## src/rtl/cp0_exception_unit.sv

```systemverilog
`default_nettype none
// cp0_exception_unit: Status/Cause/EPC holder, exception and interrupt redirect for the ID stage.
// Rev 1.0 - initial release.
module cp0_exception_unit #(
  parameter logic [31:0] HANDLER_ADDR = 32'h0000_0008
) (
  input  logic        clk,
  input  logic        reset,
  input  logic        id_valid,
  input  logic [31:0] ID_pc,
  input  logic        undefined,
  input  logic [1:0]  cp0_operation,
  input  logic [4:0]  cp0_addr,
  input  logic [31:0] cp0_wdata,
  input  logic        int_req,
  output logic [31:0] cp0_rdata,
  output logic        cp0_jump_en,
  output logic [31:0] cp0_jump_addr,
  output logic [31:0] epc_out,
  output logic [31:0] status_out,
  output logic [31:0] cause_out
);

  localparam logic [1:0] OP_MTC0 = 2'b01;
  localparam logic [1:0] OP_ERET = 2'b11;
  localparam logic [4:0] ADDR_STATUS = 5'd12;
  localparam logic [4:0] ADDR_CAUSE  = 5'd13;
  localparam logic [4:0] ADDR_EPC    = 5'd14;
  localparam logic [4:0] EXC_INT = 5'd0;
  localparam logic [4:0] EXC_RI  = 5'd10;

  // EXL is the mode bit: NORMAL accepts exceptions, HANDLER blocks nesting.
  typedef enum logic {NORMAL = 1'b0, HANDLER = 1'b1} mode_e;

  mode_e       mode_q, mode_d;
  logic        ie_q, ie_d;
  logic        ip_q, ip_d;
  logic [4:0]  exc_code_q, exc_code_d;
  logic [31:0] epc_q, epc_d;
  logic        sync1_q, sync2_q, sync3_q;

  logic take_exc, take_int, do_eret, do_mtc0, int_edge, exl;

  always_ff @(posedge clk or posedge reset) begin
    if (reset) begin
      mode_q     <= NORMAL;
      ie_q       <= 1'b0;
      ip_q       <= 1'b0;
      exc_code_q <= 5'd0;
      epc_q      <= 32'd0;
      sync1_q    <= 1'b0;
      sync2_q    <= 1'b0;
      sync3_q    <= 1'b0;
    end else begin
      mode_q     <= mode_d;
      ie_q       <= ie_d;
      ip_q       <= ip_d;
      exc_code_q <= exc_code_d;
      epc_q      <= epc_d;
      sync1_q    <= int_req;
      sync2_q    <= sync1_q;
      sync3_q    <= sync2_q;
    end
  end

  always_comb begin
    mode_d        = mode_q;
    ie_d          = ie_q;
    ip_d          = ip_q;
    exc_code_d    = exc_code_q;
    epc_d         = epc_q;
    cp0_jump_en   = 1'b0;
    cp0_jump_addr = 32'd0;

    exl      = (mode_q == HANDLER);
    int_edge = sync2_q & ~sync3_q;
    take_exc = id_valid & ~reset & undefined & ~exl;
    take_int = id_valid & ~reset & ip_q & ie_q & ~exl & ~take_exc;
    // The flushed instruction's own CP0 op never executes when an event is taken.
    do_eret  = id_valid & ~reset & (cp0_operation == OP_ERET) & ~take_exc & ~take_int;
    do_mtc0  = id_valid & ~reset & (cp0_operation == OP_MTC0) & ~take_exc & ~take_int;

    if (take_exc || take_int) begin
      mode_d        = HANDLER;
      epc_d         = ID_pc;
      exc_code_d    = take_exc ? EXC_RI : EXC_INT;
      cp0_jump_en   = 1'b1;
      cp0_jump_addr = HANDLER_ADDR;
    end else if (do_eret) begin
      mode_d        = NORMAL;
      cp0_jump_en   = 1'b1;
      cp0_jump_addr = epc_q;
    end else if (do_mtc0) begin
      if (cp0_addr == ADDR_STATUS) begin
        ie_d   = cp0_wdata[0];
        mode_d = cp0_wdata[1] ? HANDLER : NORMAL;
      end else if (cp0_addr == ADDR_EPC) begin
        epc_d = cp0_wdata;
      end
    end

    // A fresh edge in the take cycle wins over the clear.
    if (take_int) ip_d = 1'b0;
    if (int_edge) ip_d = 1'b1;
  end

  assign status_out = {30'd0, (mode_q == HANDLER), ie_q};
  assign cause_out  = {23'd0, ip_q, 1'b0, exc_code_q, 2'b00};
  assign epc_out    = epc_q;

  always_comb begin
    cp0_rdata = 32'd0;
    case (cp0_addr)
      ADDR_STATUS: cp0_rdata = status_out;
      ADDR_CAUSE:  cp0_rdata = cause_out;
      ADDR_EPC:    cp0_rdata = epc_q;
      default:     cp0_rdata = 32'd0;
    endcase
  end

endmodule
`default_nettype wire

```

## config.mk

```make
export PLATFORM = sky130hd
export DESIGN_NAME = cp0_exception_unit
export DESIGN_NICKNAME = d
export VERILOG_FILES = /design/src/rtl/cp0_exception_unit.sv
export SDC_FILE = /design/constraint.sdc
export NUM_CORES = 1
export LEC_CHECK = 0
export ABC_AREA = 0
export CORE_MARGIN = 2
export CORE_UTILIZATION = 35
export DETAILED_ROUTE_END_ITERATION = 7
export MAX_ROUTING_LAYER = met4
export PLACE_DENSITY_LB_ADDON = 0.25
export SLEW_MARGIN = 10
export SYNTH_ARGS = -nofsm -noshare
export SYNTH_HDL_FRONTEND = slang
export SYNTH_SLANG_ARGS = --single-unit
```

## constraint.sdc

```tcl
create_clock -name clk -period 6.4 [get_ports clk]
set_input_delay 1.6 -clock clk [delete_from_list [all_inputs] [get_ports clk]]
set_output_delay 1.6 -clock clk [all_outputs]
set_load 0.02 [all_outputs]
```

# After elaboration in Yosys (flattened, before gate mapping)
# Cells that the tools add are included.
[word_totals] memories=0 mem_bits_ro=0 ramBits=0 in_bits=76 out_inout_bits=161 latch_bits=0 regBits=43
[op_classes] addsub=0 n_div=0 magnitude_cmp=0 reduce_logical=9 n_shift=0 n_mux=18 n_eq_ne=7 multipliers=0 bitwise_logic=21
[op_table] op="32-bit 2-to-1 mux" n=7
[op_table] op="32-bit case mux with 3 select lines" n=1
[op_table] op="5-bit by 4-bit equality test with 1-bit output (second input constant)" n=3
[op_table] op="1-bit bitwise AND" n=14
[op_table] op="1-bit 2-to-1 mux" n=9
[op_table] op="4-bit AND reduction" n=2
[op_table] op="1-bit inverter" n=7
[op_table] op="2-bit nonzero test" n=3
[op_table] op="3-bit nonzero test" n=2
[op_table] op="4-bit 2-to-1 mux" n=1
[op_table] op="2-bit by 1-bit equality test with 1-bit output (second input constant)" n=1
[op_table] op="2-bit equality test (second input constant)" n=1
[op_table] op="2-bit by 1-bit inequality test with 1-bit output (second input constant)" n=1
[op_table] op="2-bit inequality test (second input constant)" n=1
[op_table] op="2-bit AND reduction" n=1
[op_table] op="1-bit logical OR" n=1

# Depth between registers and ports, before layout
# Gate-level depths: netlist of the first run.
[logic_depth] word_depth=11 mapped_depth=6

# Least setup slack after synthesis of the first run
# No wires, ideal clock.
[synth_timing] kind="input -> output" start="input reset" end="output cp0_jump_addr[21]" path_buffers=1 required_time_ns=4.800 path_stages=5 slack_ns=1.414 arrival_ns=3.386 path_cell_list="inv_1 > nand4_1 > nor2_1 > clkbuf_1 > and2_1"
[synth_via] elab_chain_len=10 elab_cells_between_ends=16
[synth_lines] element="from (decl)" line_no="8" text="input logic reset,"
[synth_lines] element="1-bit inverter *" line_no="77, 78, 80"
[synth_lines] element="1-bit bitwise AND *" line_no="77, 78, 80"
[synth_lines] element="1-bit bitwise AND, on equally long branches (2 in a row)" line_no="78, 77"
[synth_lines] element="1-bit bitwise AND or 1-bit inverter (tied branches)" line_no="78, 80"
[synth_lines] element="1-bit bitwise AND" line_no="78" text="take_int = id_valid & ~reset & ip_q & ie_q & ~exl & ~take_exc;"
[synth_lines] element="1-bit inverter" line_no="80" text="do_eret = id_valid & ~reset & (cp0_operation == OP_ERET) & ~take_exc & ~take_int;"
[synth_lines] element="1-bit bitwise AND" line_no="80"
[synth_lines] element="32-bit 2-to-1 mux" line_no="89" text="end else if (do_eret) begin"
[synth_lines] element="32-bit 2-to-1 mux *" line_no="83" text="if (take_exc || take_int) begin"
[synth_lines] element="to (decl)" line_no="18" text="output logic [31:0] cp0_jump_addr,"
# Every way passes the cells marked *; elsewhere a longest branch is shown, timed or not.

# Worst setup path after layout of the first run
[layout_timing] start="input id_valid" end="output cp0_jump_addr[12]"
[layout_via] elab_chain_len=9 elab_cells_between_ends=15
[layout_lines] element="from (decl)" line_no="9" text="input logic id_valid,"
[layout_lines] element="1-bit bitwise AND *" line_no="77, 78, 80"
[layout_lines] element="1-bit bitwise AND, on equally long branches (2 in a row)" line_no="78, 77"
[layout_lines] element="1-bit bitwise AND or 1-bit inverter (tied branches)" line_no="78, 80"
[layout_lines] element="1-bit bitwise AND" line_no="78"
[layout_lines] element="1-bit inverter" line_no="80"
[layout_lines] element="1-bit bitwise AND" line_no="80"
[layout_lines] element="32-bit 2-to-1 mux" line_no="89"
[layout_lines] element="32-bit 2-to-1 mux *" line_no="83"
# Marks and branches as above.

==> run_results.csv, run 1 <==
group,metric,value,unit
timing,maxSlewHeadroom,18.9,%
synthesis,synthAdderAreaFrac,0,%
synthesis,synth_cell_types,30,
clocking,tritoncts,"built",
synthesis,ys_seq_area_share,34.9,%
timing,period_minus_slack,5.82,ns
grt,grt_pass1_wl,13100,um
final_layout,drive_above_1_share,4.29,%
worst_setup_path,r2r_cells,5,
place,place_ws,0.573,ns
floorplan,die_h,93.4,um
synthesis,avgSynthCellArea,8.04,sq um
synthesis,synth_mux_area_share,0.403,%
synthesis,async_flop_share,100,%
timing,worstMarginPinSlew,1.22,ns
timing,max_freq,172,MHz
grt,grt_pass1_vias,2660,
final_layout,nFillCells,708,
clocking,clkTransAtPathRegs,0.07,ns
clocking,cts_buffer_depth,2,
timing,setup_slack,0.580,ns
worst_setup_path,crit_path_max_fanout,31,
synthesis,synth_area,2800,sq um
place,post-dp-hpwl,6400,um
final_layout,antenna_cells,0,
clocking,clock_sinks,39,
place,portBuffers,177,
hold_path,hp-class,"register to register",
synthesis,synth_warnings,0,
worst_setup_path,crit_path_end_kind,"primary output",
synthesis,synth_top_family_by_area,"simple AND/OR/NAND/NOR gates",
synthesis,syn-instance-count,348,
final_layout,seqCellArea,976,sq um
clocking,cts_buffers,5,
clocking,clkLatencyLatePin,0.29,ns
timing,final_hold_viol_count,0,
synthesis,ys_dominant_reg_cell,"dfrtp_1",
final_layout,syn2layout_area_growth,59.2,%
floorplan,initial_utilization,36.2,%
worst_setup_path,cp.required,4.80,ns
flow_run,max_cap_viol_count,0,
place,gp_congestion,0.789,
timing,setup_violations,0,
drt,drc,0,
clocking,cts_resized,0,
final_layout,final_common_cell,"clkdlybuf4s50_1",
floorplan,die_w,93.4,um
drt,wl_per_cell,13.7,um
timing,slew_viol_final,0,
drt,vias,2713,
floorplan,pin_count,237,
pwr,p_leak,1.94,nW
hold_path,worstHoldPathCells,0,
clocking,htreeDepth,2,
clocking,cts_setup_buffers,0,
outcome,status,"complete, no violations",
drt,via_per_inst,4.41,
final_layout,num-nets-final,588,
timing,fin_setup_tns,0,ns
timing,period_share,90.9,%
drt,ant_nets,0,
worst_setup_path,cp-start-kind,"input port",
synthesis,synth_compound_area_share,10.3,%
grt,grt_usage,19.5,%
floorplan,rows,32,
drt,drtIter0Drc,80,
clocking,clockRootBuffer,"clkbuf_8",
grt,grt_max_degree,41,
pwr,power_density,263,nW/um^2
synthesis,synthXorXnorAreaFrac,0,%
timing,skew,0.00465,ns
worst_setup_path,crit_type,"input port to primary output",
synthesis,synth_seq_cells,39,
synthesis,synth_edf_count,0,
final_layout,mostFrequentLayoutCells,"clkdlybuf4s50_1 (177), nand2_1 (70), conb_1 (59)",
drt,wl,8410,um
grt,grt_overflow,0,
floorplan,die_area,8720,sq um
drt,drtPass1Iterations,4,
floorplan,core_area,7730,sq um
timing,rsz0062_at_grt,"false",
pwr,ir_worst_vdd,0.132,mV
pwr,p_total,1.17,mW
worst_setup_path,crit_arrival,4.22,ns
final_layout,multi_input_area,1430,sq um
synthesis,yosys.area_share.simple,31.9,%
grt,antenna_found_initial,0,
clocking,cts_hold_buf,0,
## synth_stat cells (2+ instances only)
cell type | number | area (sq um)
nand2_1 | 70 | 263
buf_4 | 64 | 480
and2_1 | 58 | 363
dfrtp_1 | 39 | 976
nor2_1 | 35 | 131
a31oi_1 | 31 | 194
buf_6 | 7 | 78.8
buf_2 | 6 | 30.0
clkbuf_1 | 6 | 22.5
a21oi_1 | 3 | 15.0
a22o_1 | 3 | 26.3
inv_1 | 3 | 11.3
nor2b_1 | 3 | 18.8
o21ai_0 | 3 | 15.0
nand2b_1 | 2 | 12.5
## routing by layer
metal	up-vias	wire length (um)	track usage, %
met4	0	78	5.02
met3	6	563	3.30
li1	1331	-	-
met2	122	4400	34.5
met1	1254	3380	23.1
met5	-	0	-
## cell families after synthesis
kind of cell / count (synthesis)
other: 1
DFF: 39
buffers and inverters: 86
AOI/OAI and AO/OA: 44
and+or+nand+nor: 177
muxes: 1
## worst max-delay path, stage by stage
cell	delay (ns)
clkdlybuf4s50_1	0.52
nor3b_4	0.23
nor2b_1	0.16
nor2_2	0.86
and2_1	0.24
clkdlybuf4s50_1	0.61
## path summary, 6_finish.rpt
| kind | startpoint | endpoint | slack (ns) |
|---|---|---|---|
| worst max-delay path | id_valid | cp0_jump_addr[12] | 0.58 |
| worst min-delay path | sync1_q | sync2_q | 0.35 |
| worst max register to register | exl | epc_out[21] | 4.71 |
| worst min register to register | sync1_q | sync2_q | 0.35 |
| max in group asynchronous | reset | epc_out[15] | 4.15 |
| min in group asynchronous | reset | epc_out[27] | 1.89 |
## flip-flops by register name (all words and copies together) (netlist names)
name,cells
sync3_q,1
sync2_q,1
ip_q,1
epc_out,32
exl,1
sync1_q,1
exc_code_q,1
ie_q,1
## per-stage QoR
step | instance area (sq um) | util [%] | std cells | hold slack, ns
floorplan | 3010 | - | 406 | 0.331
global placement | 4350 | 56.3 | 607 | 0.337
detailed placement | 4350 | 56.3 | 607 | 0.335
CTS | 4450 | 57.6 | 615 | 0.352
global route | 4450 | 57.6 | 615 | 0.374
finish | 4450 | 57.6 | 615 | 0.350
## power breakdown
part	switching (mW)	internal [mW]
sequential	0.0931	0.337
combinational	0.283	0.276
clock	0.0830	0.0984
## area by class of cell
| class | count | share of cell area [%] |
|---|---|---|
| tap | 102 | 2.87 |
| inverter | 3 | 0.253 |
| timing repair buffer | 182 | 40.6 |
| sequential | 39 | 21.9 |
| clock buffer | 8 | 2.25 |
| multi-input combinational | 281 | 32.1 |
Note: power is estimated with default switching activity, not from simulation.
==> run 2, diff against run 1 <==
--- a/config.mk
+++ b/config.mk
@@ -7,8 +7,9 @@
 export LEC_CHECK = 0
 export ABC_AREA = 0
 export CORE_MARGIN = 2
-export CORE_UTILIZATION = 35
+export CORE_UTILIZATION = 33
 export DETAILED_ROUTE_END_ITERATION = 7
+export HOLD_SLACK_MARGIN = 0.08
 export MAX_ROUTING_LAYER = met4
 export PLACE_DENSITY_LB_ADDON = 0.25
 export SLEW_MARGIN = 10
==> constraint.sdc (replaced) <==
create_clock -name clk -period 5.7 [get_ports clk]
set_input_delay 1.425 -clock clk [delete_from_list [all_inputs] [get_ports clk]]
set_output_delay 1.425 -clock clk [all_outputs]
set_load 0.02 [all_outputs]
==> run 2 against run 1 <==
Flip-flop and latch count stayed put. Combinational power is 13% higher. Die area is 5.8% higher. Clock power is 51% higher. Non-clock buffer count stayed put.
==> run_results.csv, run 2 (synthesis results as in run 1) <==
group,metric,value,unit
grt,grt_pass1_wl,12500,um
final_layout,fin_util,54.6,%
clocking,cts_buffers,5,
final_layout,antenna_cells,0,
timing,max_freq,185,MHz
grt,grt_max_degree,66,
pwr,intPower,0.864,mW
floorplan,core_area,8220,sq um
floorplan,initial_utilization,34.0,%
pwr,ir_worst_vdd,0.132,mV
clocking,tritoncts,"built",
worst_setup_path,worstPathCellList,"clkdlybuf4s50_1 -> nor3b_4 -> nor2b_1 -> nor2_2 -> and2_1 -> clkdlybuf4s50_1",
worst_setup_path,cp-start-kind,"input port",
pwr,p_clk_share,19.8,%
timing,skew,0.00268,ns
pwr,p_leak,1.95,nW
worst_setup_path,crit_path_max_fanout,31,
clocking,clockRootBuffer,"clkbuf_8",
timing,period_share,95.0,%
floorplan,rows,33,
final_layout,num-nets-final,588,
place,gp_congestion,0.822,
worst_setup_path,path_common_cell,"clkdlybuf4s50_1",
floorplan,die_w,96.1,um
worst_setup_path,crit_arrival,3.99,ns
clocking,cts_resized,0,
drt,wl,8450,um
grt,antenna_found_initial,0,
clocking,clkLatencyLatePin,0.29,ns
worst_setup_path,cp.required,4.28,ns
clocking,cts_hold_buf,0,
clocking,clock_sinks,39,
place,post-dp-hpwl,6380,um
timing,fin_setup_tns,0,ns
drt,via_per_inst,4.40,
worst_setup_path,crit_type,"input port to primary output",
clocking,cts_setup_buffers,0,
final_layout,nFillCells,788,
drt,drtPass1Iterations,4,
worst_setup_path,critPathMaxStageDelay,0.81,ns
timing,final_hold_viol_count,0,
drt,wl_per_cell,13.7,um
clocking,clkTransAtPathRegs,0.08,ns
pwr,power.switching,0.518,mW
drt,ant_nets,0,
timing,period_minus_slack,5.41,ns
final_layout,final_common_cell,"clkdlybuf4s50_1",
final_layout,largest_reg_flops,32,
final_layout,mostFrequentLayoutCells,"clkdlybuf4s50_1 (177), nand2_1 (70), conb_1 (59)",
drt,drc,0,
grt,grt_overflow,0,
timing,slew_viol_final,0,
floorplan,die_h,96.1,um
pwr,power_frac_seq,34.7,%
drt,drtIter0Drc,73,
timing,setup_violations,0,
pwr,switching_share,37.5,%
timing,rsz0062_at_grt,"false",
outcome,status,"complete, no violations",
clocking,htreeDepth,2,
floorplan,die_area,9230,sq um
final_layout,syn2layout_area_growth,60.5,%
timing,worstMarginPinSlew,1.04,ns
clocking,cts_buffer_depth,2,
floorplan,pin_count,237,
worst_setup_path,slowest_stage,"nor2_2",
pwr,power_frac_comb,45.6,%
drt,vias,2719,
hold_path,hp-class,"register to register",
grt,grt_usage,18.1,%
timing,maxSlewHeadroom,30.5,%
place,portBuffers,177,
final_layout,drive_above_1_share,4.29,%
grt,grt_pass1_vias,2473,
flow_run,max_cap_viol_count,0,
pwr,power_density,308,nW/um^2
worst_setup_path,crit_path_end_kind,"primary output",
## run 2: metrics by stage
| step | setup WS, ns | std cells | hold WS, ns | power [mW] | instance area (sq um) |
|---|---|---|---|---|---|
| floorplan | 1.06 | 406 | 0.331 | 0.813 | 3010 |
| global placement | 0.342 | 610 | 0.335 | 1.11 | 4360 |
| detailed placement | 0.246 | 610 | 0.336 | 1.12 | 4360 |
| CTS | 0.227 | 618 | 0.355 | 1.40 | 4490 |
| global route | 0.0854 | 618 | 0.378 | 1.47 | 4490 |
| finish | 0.286 | 618 | 0.352 | 1.38 | 4490 |
## run 2: worst max-delay path, delay by kind of cell
kind / cells / cell delay, ns
AND/OR/NAND/NOR: 4 / 1.44
buffers and inverters: 2 / 1.12
## run 2: metal layers
layer  GRT usage, %  wire length, um  up-vias
met5              -                0        -
met4           4.76              112        0
met3           3.45              635        8
met2           32.8             4440      136
met1           20.2             3260     1242
li1               -                -     1333
## run 2: final timing paths
kind	start	to	slack, ns	cells past startpoint
min in group asynchronous	reset	epc_out[5]	1.71	3
hold / removal	sync1_q	sync2_q	0.35	0
setup / recovery	id_valid	cp0_jump_addr[23]	0.29	6
max in group asynchronous	reset	epc_out[17]	3.62	3
hold reg to reg	sync1_q	sync2_q	0.35	0
setup reg to reg	ie_q	ie_q	3.82	5
## run 2: cell type report
cell class | instances | area, sq um | share of cell area [%]
clock buffer | 6 | 72.6 | 1.62
sequential | 39 | 976 | 21.7
multi-input combinational | 281 | 1430 | 31.8
clock inverter | 2 | 60.1 | 1.34
inverter | 3 | 11.3 | 0.251
timing repair buffer | 182 | 1810 | 40.3
tap | 105 | 131 | 2.93
## run 2: power groups by stage
| stage | Sequential [mW] | Clock [mW] | Combinational [mW] |
|---|---|---|---|
| 2_1_floorplan | 0.582 | 0 | 0.230 |
| 3_3_place_gp | 0.484 | 0 | 0.622 |
| 3_5_place_dp | 0.487 | 0 | 0.635 |
| 4_1_cts | 0.482 | 0.283 | 0.636 |
| 5_1_grt | 0.501 | 0.294 | 0.678 |
| 6_report | 0.479 | 0.273 | 0.630 |
